$ cat src/rtl/nibble_fifo.sv
// Synchronous FIFO for 4-bit words with a registered pop port (rd_data/rd_valid) and count-decoded flags.
// Define NIBBLE_FIFO_ERR_EN to compile in sticky overflow/underflow monitors; otherwise both are tied to 0.
module nibble_fifo #(
    parameter int unsigned DEPTH = 8,
    parameter int unsigned WIDTH = 4
) (
    input  logic                      clk,
    input  logic                      reset,
    input  logic                      wr_en,
    input  logic [WIDTH-1:0]          wr_data,
    input  logic                      rd_en,
    output logic [WIDTH-1:0]          rd_data,
    output logic                      rd_valid,
    output logic                      full,
    output logic                      empty,
    output logic [$clog2(DEPTH):0]    count,
    output logic                      overflow,
    output logic                      underflow
);

    localparam int unsigned AW = $clog2(DEPTH);
    localparam int unsigned CW = AW + 1;

    logic [WIDTH-1:0] mem_q [DEPTH];

    logic [AW-1:0]    wr_ptr_q, wr_ptr_d;
    logic [AW-1:0]    rd_ptr_q, rd_ptr_d;
    logic [CW-1:0]    count_q,  count_d;
    logic [WIDTH-1:0] rd_data_q, rd_data_d;
    logic             rd_valid_q, rd_valid_d;

    logic             full_w;
    logic             empty_w;
    logic             push;
    logic             pop;

    // Flags come only from the registered count, so requests never reach outputs combinationally.
    assign full_w  = (count_q == CW'(DEPTH));
    assign empty_w = (count_q == '0);

    // An empty FIFO rejects the pop even when a push lands in the same cycle (no fall-through);
    // a full FIFO rejects the push even when a pop frees a slot in the same cycle.
    assign push = wr_en && !full_w;
    assign pop  = rd_en && !empty_w;

    always_comb begin
        wr_ptr_d   = wr_ptr_q;
        rd_ptr_d   = rd_ptr_q;
        count_d    = count_q;
        rd_data_d  = rd_data_q;
        rd_valid_d = 1'b0;

        if (push) begin
            wr_ptr_d = wr_ptr_q + AW'(1);
        end

        if (pop) begin
            rd_ptr_d   = rd_ptr_q + AW'(1);
            rd_data_d  = mem_q[rd_ptr_q];
            rd_valid_d = 1'b1;
        end

        case ({push, pop})
            2'b10:   count_d = count_q + CW'(1);
            2'b01:   count_d = count_q - CW'(1);
            default: count_d = count_q;
        endcase
    end

    always_ff @(posedge clk or posedge reset) begin
        if (reset) begin
            wr_ptr_q   <= '0;
            rd_ptr_q   <= '0;
            count_q    <= '0;
            rd_data_q  <= '0;
            rd_valid_q <= 1'b0;
        end else begin
            wr_ptr_q   <= wr_ptr_d;
            rd_ptr_q   <= rd_ptr_d;
            count_q    <= count_d;
            rd_data_q  <= rd_data_d;
            rd_valid_q <= rd_valid_d;
        end
    end

    // Storage is deliberately left out of reset.
    always_ff @(posedge clk) begin
        if (push) begin
            mem_q[wr_ptr_q] <= wr_data;
        end
    end

`ifdef NIBBLE_FIFO_ERR_EN
    logic overflow_q;
    logic underflow_q;

    always_ff @(posedge clk or posedge reset) begin
        if (reset) begin
            overflow_q  <= 1'b0;
            underflow_q <= 1'b0;
        end else begin
            if (wr_en && full_w) begin
                overflow_q <= 1'b1;
            end
            if (rd_en && empty_w) begin
                underflow_q <= 1'b1;
            end
        end
    end

    assign overflow  = overflow_q;
    assign underflow = underflow_q;
`else
    assign overflow  = 1'b0;
    assign underflow = 1'b0;
`endif

    assign rd_data  = rd_data_q;
    assign rd_valid = rd_valid_q;
    assign full     = full_w;
    assign empty    = empty_w;
    assign count    = count_q;

endmodule

$ cat config.mk
export PLATFORM = sky130hd
export DESIGN_NAME = nibble_fifo
export DESIGN_NICKNAME = d
export VERILOG_FILES = /design/src/rtl/nibble_fifo.sv
export SDC_FILE = /design/constraint.sdc
export NUM_CORES = 1
export LEC_CHECK = 0
export ABC_AREA = 1
export CAP_MARGIN = 40
export CORE_MARGIN = 5
export CORE_UTILIZATION = 45
export CTS_BUF_LIST = sky130_fd_sc_hd__clkbuf_16
export CTS_CLUSTER_DIAMETER = 80
export CTS_CLUSTER_SIZE = 10
export DETAILED_ROUTE_END_ITERATION = 8
export GPL_ROUTABILITY_DRIVEN = 0
export PLACE_DENSITY = 0.65
export SYNTH_ARGS = -nofsm -noshare
export SYNTH_HDL_FRONTEND = slang
export SYNTH_SLANG_ARGS = --single-unit
export TNS_END_PERCENT = 20
$ cat constraint.sdc
create_clock -name clk -period 4.5 [get_ports clk]
set_input_delay 0.675 -clock clk [delete_from_list [all_inputs] [get_ports clk]]
set_output_delay 0.675 -clock clk [all_outputs]
set_load 0.005 [all_outputs]
==> out/metrics.yaml <==
status: "completed"
final_util: 0.547
grt_max_degree: 19
track_usage: 0.147
htreeDepth: 2
setup_tns_ns: 0
synthDistinctLibCells: 23
report.final.setup_viol: 0
min_period_ns: 2.27
power_leakage_nw: 1.18
synth.avg_cell_area_um2: 9.72
ios: 21
regToRegSetupSlack_ns: 2.38
critical_path_required_ns: 3.83
powerDensity_mw_per_mm2: 644
clkPwrFrac: 0.244
fp.dieW_um: 79.9
cp-end-kind: "output port"
power_frac_comb: 0.344
crit_chain: "nor2_2 -> nand3_2 -> inv_1 -> clkdlybuf4s50_1"
wl_per_cell_um: 12.9
holdCritStartpoint: "rd_data[1]"
slowest_delay_ns: 0.50
postCtsSetupBuffers: 0
synth_seq_cells: 47
layout_common_cells: "nand2_1 (75), inv_1 (36), edfxtp_1 (32)"
yosysWarnings: 0
clock_sinks: 47
postRouteAntennaNets: 0
insertion_delay_ns: 0.28
arrival_ns: 1.59
r2r-start: "count[0]"
cts_root_buf: "clkbuf_16"
drt_wl_total_mm: 4.06
ys_seq_area_frac: 0.608
path_clk_slew_ns: 0.06
areaGrowthSynthToFinish_pct: 17.5
hpwl_mm: 3.03
holdPathStages: 2
cts_tree: "built"
pre_cts_ws_ns: 1.93
fin_worst_skew_ns: 0.00465
core-area_mm2: 0.00472
maxCapViolCount: 0
hp-class: "reg -> reg"
synthTopCellsByArea: "edfxtp_1 (44%), dfrtp_1 (17%), nand2_1 (13%)"
max_clock_freq_mhz: 441
dieArea_mm2: 0.00638
finalHoldViolCount: 0
seq_power_share: 0.412
final_nets: 260
viasPerCell: 4.70
layout_commonest_cell: "nand2_1"
num_rows: 25
netlist_instances: 226
peakVddDrop_uv: 365
power.share.switching: 0.351
firstDrtPassIters: 4
overflow: 0
cts_buffer_depth: 2
cp-start-kind: "flop"
initial_core_util: 0.465
switchingPower_mw: 0.583
holdWs_ns: 0.486
yosysTopAreaCellShare: 0.437
grt_pass1_wl_mm: 7.11
dpl-instance-area_mm2: 0.00242
fillers: 412
final_area_mm2: 0.00258
drive_gt1_frac: 0.0891
power_mw: 1.66
slew_headroom: 0.539
internal-power_mw: 1.08
crit_type: "reg -> out"
cts_buffers: 5
fin_crit_sh: 0.504
rsz0062_at_grt: "false"
drt-initial-drc-count: 103
cts_resized: 0
setup_slack_ns: 2.23
rr_endpoint: "count[3]"
die_height_um: 79.9
drc_errors: 0
slew_violations: 0
grt_antenna_before_repair: 0
dp_cells: 306
yosysTopAreaCell: "edfxtp_1"
ctsHoldBuffers: 0
hold_end: "rd_data[1]"
grt_pass1_vias: 1544
reg2regPathDepth: 12
syn_area_mm2: 0.00220
diodes: 0
worstMarginPinSlew_ns: 0.691
via_count: 1477
cp_max_fo: 5
layout.cells.non_filler: 314
cpMaxStageDelayCell: "clkdlybuf4s50_1"
port_buffers: 18
cell type report:
class / instances / area (um2) / share of cell area
multi-input combinational: 134 / 666 / 0.258
clock buffer: 5 / 125 / 0.0484
tap: 67 / 83.8 / 0.0325
clock inverter: 3 / 38.8 / 0.0150
sequential: 47 / 1340 / 0.517
timing repair buffer: 18 / 180 / 0.0698
inverter: 40 / 153 / 0.0591
state kept, by name, summed over array words and instances (netlist names):
register and flops:
mem_q 32, wr_ptr_q 3, rd_data 4, rd_ptr_q 3, count 4, rd_valid 1
cell usage after synthesis, drive strengths merged:
library cell,number
ha,5
nand2,77
nor2,10
xor2,2
inv,40
or2,2
buf,6
edfxtp,32
conb,1
o21ai,4
fa,1
dfrtp,15
xnor2,1
nand3,30
logic make-up after synthesis:
group                    count (synthesis)  synth area share
other                                    1           0.00171
adder cells (fa/ha/maj)                  6            0.0376
buffers and inverters                   46            0.0905
AND/OR/NAND/NOR                        119             0.241
flip-flops                              47             0.608
AO/OA/AOI/OAI                            4           0.00911
XOR/XNOR                                 3            0.0120
worst max path at each step:
| stage | startpoint | end | slack, ns |
|---|---|---|---|
| floorplan | count[0] | count[3] | 2.53 |
| global placement | rd_en | count[3] | 1.98 |
| detailed placement | rd_en | count[3] | 1.93 |
| CTS | count[0] | full | 2.21 |
| global route | rd_en | count[3] | 2.10 |
| finish | count[0] | full | 2.23 |
routing by layer:
layer,routed length (um),GRT usage,vias to the layer above,part of all wire
met4,88,0.0676,0,0.022
met5,0,0,-,0
met2,2040,0.243,45,0.50
met1,1720,0.180,677,0.42
met3,215,0.0361,9,0.053
li1,-,-,746,-
power by group through the flow:
stage	combinational, mW	sequential, mW	clock [mW]
detailed placement	0.577	0.695	0
floorplan	0.432	0.642	0
global placement	0.565	0.694	0
CTS	0.582	0.688	0.412
finish	0.571	0.685	0.406
global route	0.662	0.706	0.429
worst max-delay path: cells and delay by family (launching register included):
| family | cells | cell delay, ns |
|---|---|---|
| buffers and inverters | 2 | 0.57 |
| AND/OR/NAND/NOR | 2 | 0.30 |
| flip-flops | 1 | 0.44 |
Power figures use the tool's default switching activity.
